==> src/rtl/f_fetch_pc.sv <==
// Fetch-stage PC, next-PC selection and F->D pipeline register.
// Branches and jumps resolve in D with one delay slot, so taken redirects never flush.
module f_fetch_pc #(
  parameter logic [31:0] RESET_PC = 32'h0000_3000,
  parameter logic [31:0] IM_BASE  = 32'h0000_3000,
  parameter logic [31:0] IM_TOP   = 32'h0000_6FFC
) (
  input  logic        clk,
  input  logic        reset,
  input  logic        stall,
  input  logic        flush,
  input  logic [1:0]  npc_op,
  input  logic        judge,
  input  logic [31:0] D_rsData,
  input  logic [31:0] F_instr,
  output logic [31:0] F_pc,
  output logic        F_adel,
  output logic [31:0] D_instr,
  output logic [31:0] D_pc,
  output logic [31:0] D_pc8
);

  typedef enum logic [1:0] {
    NPC_SEQ = 2'b00,
    NPC_BR  = 2'b01,
    NPC_J   = 2'b10,
    NPC_JR  = 2'b11
  } npc_op_e;

  logic [31:0] r_pc;
  logic [31:0] r_dinstr;
  logic [31:0] r_dpc;

  logic [31:0] w_pc4;
  logic [31:0] w_br_off;
  logic [31:0] w_npc;

  assign w_pc4    = r_pc + 32'd4;
  assign w_br_off = {{14{r_dinstr[15]}}, r_dinstr[15:0], 2'b00};

  // jr target passes through unaligned; F_adel reports it on the following fetch.
  always_comb begin
    w_npc = w_pc4;
    unique case (npc_op_e'(npc_op))
      NPC_SEQ: w_npc = w_pc4;
      NPC_BR:  w_npc = judge ? (r_dpc + 32'd4 + w_br_off) : w_pc4;
      NPC_J:   w_npc = {r_dpc[31:28], r_dinstr[25:0], 2'b00};
      NPC_JR:  w_npc = D_rsData;
      default: w_npc = w_pc4;
    endcase
  end

  // D_pc advances even on a flush so exception PCs stay traceable.
  always_ff @(posedge clk or posedge reset) begin
    if (reset) begin
      r_pc     <= RESET_PC;
      r_dinstr <= '0;
      r_dpc    <= RESET_PC;
    end else if (!stall) begin
      r_pc     <= w_npc;
      r_dinstr <= flush ? '0 : F_instr;
      r_dpc    <= r_pc;
    end
  end

  assign F_pc    = r_pc;
  assign F_adel  = (r_pc[1:0] != 2'b00) || (r_pc < IM_BASE) || (r_pc > IM_TOP);
  assign D_instr = r_dinstr;
  assign D_pc    = r_dpc;
  assign D_pc8   = r_dpc + 32'd8;

endmodule

==> config.mk <==
export PLATFORM = sky130hd
export DESIGN_NAME = f_fetch_pc
export DESIGN_NICKNAME = d
export VERILOG_FILES = /design/src/rtl/f_fetch_pc.sv
export SDC_FILE = /design/constraint.sdc
export NUM_CORES = 1
export LEC_CHECK = 0
export CAP_MARGIN = 15
export CELL_PAD_IN_SITES_DETAIL_PLACEMENT = 1
export CELL_PAD_IN_SITES_GLOBAL_PLACEMENT = 2
export CORE_AREA = 2 2 141 171
export CTS_BUF_LIST = sky130_fd_sc_hd__clkbuf_4 sky130_fd_sc_hd__clkbuf_8
export CTS_CLUSTER_SIZE = 24
export DETAILED_ROUTE_END_ITERATION = 16
export DIE_AREA = 0 0 143 173
export PLACE_DENSITY = 0.95
export SETUP_SLACK_MARGIN = 0.1
export SYNTH_ARGS = -nofsm -noshare
export SYNTH_HDL_FRONTEND = slang
export SYNTH_SLANG_ARGS = --single-unit
==> constraint.sdc <==
create_clock -name clk -period 6.8 [get_ports clk]
set_input_delay 1.36 -clock clk [delete_from_list [all_inputs] [get_ports clk]]
set_output_delay 1.36 -clock clk [all_outputs]
set_load 0.02 [all_outputs]
* After elaboration in Yosys (flattened, before gate mapping)
Index checks and enable logic that the tools add are counted.
** Operators by class
- $add $sub $neg :: 4
- $lt $le $gt $ge :: 2
- Eq/ne operators :: 3
- Mux-type cells :: 3
- Reductions and logical operators :: 4
** Operator list (count)
- 32-bit one-hot mux with 4 select lines :: 1
- 32-bit by 3-bit adder with 32-bit output (second input constant) :: 2
- 32-bit 2-to-1 mux :: 2
- 32-bit adder :: 1
- 32-bit by 4-bit adder with 32-bit output (second input constant) :: 1
- 32-bit by 15-bit greater-than comparator with 1-bit output (second input constant) :: 1
- 32-bit by 14-bit less-than comparator with 1-bit output (second input constant) :: 1
- 2-bit equality test (second input constant) :: 2
- 2-bit by 1-bit equality test with 1-bit output (second input constant) :: 1
- 2-bit zero test :: 1
- 1-bit logical OR :: 2
- 2-bit nonzero test :: 1
** Storage, ports and cells
- Register bits after elaboration :: 96
- Input bits :: 71
- Output and inout port bits :: 129
- Word-level logic and storage cells :: 19

* Longest topological paths before layout
- Word-level depth :: 4
- Mapped depth :: 14
- Depth with buffers taken out :: 14

* Least setup slack after synthesis
No wires, ideal clock.
- Path type :: flip-flop to output port
- From :: register r_dpc[5] (netlist: D_pc[5])
- To :: output D_pc8[30]
- Data arrival time :: 2.229 ns
- Data required time :: 5.440 ns
- Setup slack :: 3.211 ns
- Cell stages (with the launch flop) :: 9
- Buffers on the path :: 0
- Cells stage by stage :: dfrtp_1 -> and3_1 -> and3_1 -> nand2_1 -> nor3_1 -> nand2_1 -> nor2_1 -> nand3_1 -> xnor2_1
** On the way
- Longest elaborated chain between the ends :: 1
** RTL lines
- start: declaration :: line 32 : logic [31:0] r_dpc;
- start signal: assignment :: line 62 : r_dpc <= r_pc;
- 32-bit by 4-bit adder with 32-bit output :: line 70 : assign D_pc8 = r_dpc + 32'd8;
- end: declaration :: line 20 : output logic [31:0] D_pc8
No other way between the ends.

* Worst setup path in the final report
- From :: register r_dpc[5] (netlist: D_pc[5])
- To :: output D_pc8[31]
Same word-level chain as after synthesis.

==> reports/results.ini <==
[status]
status = finished clean

[placed_design]
dp_cells = 1293
post-place-ws_ps = 2430
dp.final_hpwl_um = 20400
numPortBuffers = 199
place.gp.congestion = 0.851

[hold_path]
hold_end = D_instr[30]
hp-class = register to register
holdPathStages = 2
min_from = D_instr[30]

[setup_path]
worst_r2r_path_depth = 10
required_ps = 5440
slowest_delay_ps = 610
critPathSlowestCell = clkdlybuf4s50_1
cp.arrival_ps = 3380
r2r_end = F_pc[23]
r2r_start = D_instr[15]
crit_chain = and3_1 -> and3_1 -> nand3_1 -> nor2_1 -> nand2_1 -> nor2_1 -> nand4_1 -> xnor2_1 -> clkdlybuf4s50_1
rrSetupSlack_ps = 3380
path_max_fanout = 7
start_kind = register
critPathCaptureType = primary output
critPathKind = register to primary output

[route]
drtPass1Iterations = 4
viasPerCell = 5.58
drc = 0
vias = 7302
ant_nets = 0
routedWlPerCell_um = 20.6
routed_wl_um = 27000
drt_iter0_drc = 344

[floorplanning]
fp.dieW_um = 143
coreArea_um2 = 23000
start_util_pct = 31.8
fp.dieH_um = 173
ioPinCount = 200
dieArea_um2 = 24700
num_rows = 61

[grt]
grt_max_degree = 93
grt_pass1_vias = 7609
overflow = 0
antenna_found_initial = 0
grt.total_usage_pct = 22.2
grt_pass1_wl_um = 43100

[synth]
synthesis.area_um2 = 7310
synth_cells = 814
seq_area_frac_synth_pct = 32.9
synth_fp_nets = 945
synth-seq-cells = 96
synthFlopType = dfrtp_1
yosysWarnings = 0
synthArstFlopShare_pct = 100
ys_types = 65
syn_avg_cell_area_um2 = 8.98
synth_edf_count = 0

[cts]
postCtsSetupRepairBufs = 0
clock-sinks = 96
cts_tree = done
clk_path_buf_depth = 2
cts-hold-fix-buffers = 0
root_buffer = clkbuf_8
htreeDepth = 3
cts.repair.resized = 0
path_clk_slew_ps = 100
clk_latency_ps = 400
cts_buffers = 9

[finish]
layoutNonFillerInstCount = 1309
synthToLayoutAreaGrowth_pct = 33.7
final-seq-area_um2 = 2410
final_nets = 1120
layout_commonest_cell = clkdlybuf4s50_1
diodes = 0
final_cell_mix = clkdlybuf4s50_1, dfrtp_1, nand2_1, ha_1, o21ai_0
drive_gt1_share_pct = 9.26
multi_input_area_um2 = 4640
fill_cells = 2694

[pwr]
p_total_w = 0.00243
peakVddDrop_v = 0.000113
p_per_area_nw_per_um2 = 249
power_leakage_nw = 4.18

[sta]
slew-limit-headroom_pct = 31.1
max_freq_mhz = 211
skew_ps = 11.8
whs_ps = 516
fin_crit_sh_pct = 69.8
setup_viol = 0
hold_violations = 0
grt_setup_unrepaired = no
fin_tns_setup_ps = 0
worst_pin_slew_ps = 1030
worst_slack_ps = 2060
slew_viol_final = 0
fin_crit_ps = 4740

[job]
cap_viol_max_count = 0

## power by group
group	switching [W]	internal (W)	leakage, nW
registers	0.000200	0.000666	1.19
logic	0.000614	0.000546	2.88
clock network	0.000228	0.000179	0.101
## worst max path at each step
stage          startpoint         end  slack, ps  cells after the start
2_1_floorplan       reset  D_instr[0]       2940                      1
3_3_place_gp      D_pc[5]   D_pc8[31]       2540                      9
3_5_place_dp      D_pc[5]   D_pc8[31]       2430                      9
4_1_cts           D_pc[5]   D_pc8[31]       1980                      9
5_1_grt           D_pc[5]   D_pc8[29]       1780                      9
6_report          D_pc[5]   D_pc8[31]       2060                      9
## synthesized netlist by cell type (24+ instances only)
library cell / count / area share [%]
a21oi_1: 49 / 3.4
a22o_1: 31 / 3.7
clkbuf_1: 33 / 1.7
dfrtp_1: 92 / 32
ha_1: 59 / 10
inv_1: 24 / 1.2
mux2_2: 47 / 7.2
nand2_1: 78 / 4.0
nand3_1: 34 / 2.3
nor2_1: 45 / 2.3
o21ai_0: 56 / 3.8
xnor2_1: 32 / 3.8
## registers in the layout (all words and copies together), names as in the netlist
name / flops
D_instr: 32
D_pc: 32
F_pc: 32
## per-stage QoR
stage	cell area [um2]	util (%)
2_1_floorplan	7310	-
3_3_place_gp	9570	41.7
3_5_place_dp	9570	41.7
4_1_cts	9770	42.5
5_1_grt	9770	42.5
6_report	9770	42.5
## final cells by class
type	count	share of cell area, %
clock buffer	11	1.42
clock inverter	5	0.576
timing repair buffer	207	20.9
multi-input combinational	650	47.5
inverter	25	0.986
sequential	96	24.6
tap	315	4.03
## worst max-delay path, delay by kind of cell, from the launching register on
family,cells,cell delay (ps)
and+or+nand+nor,7,1720
buffers and inverters,1,610
DFF,1,490
xor gates and xnor gates,1,150
## cell families (layout without fill, tap and decap cells)
group	count (synthesis)	in the layout	synth area share, %
simple gates	245	245	16.7
compound gates	238	238	21.7
flops	96	96	32.9
buf+inv	68	248	3.65
fa+ha+maj	60	60	10.4
mux	54	54	8.27
xor+xnor	53	53	6.35
## metal layers
layer / vias to the layer above / global-route usage (%) / part of all wire (%)
met3: 56 / 3.24 / 4.4
met2: 203 / 39.7 / 52
met1: 3662 / 27.0 / 41
li1: 3381 / - / -
met4: 0 / 7.59 / 2.8
met5: - / 0 / 0
No activity file was read; power rests on OpenSTA's default activity.
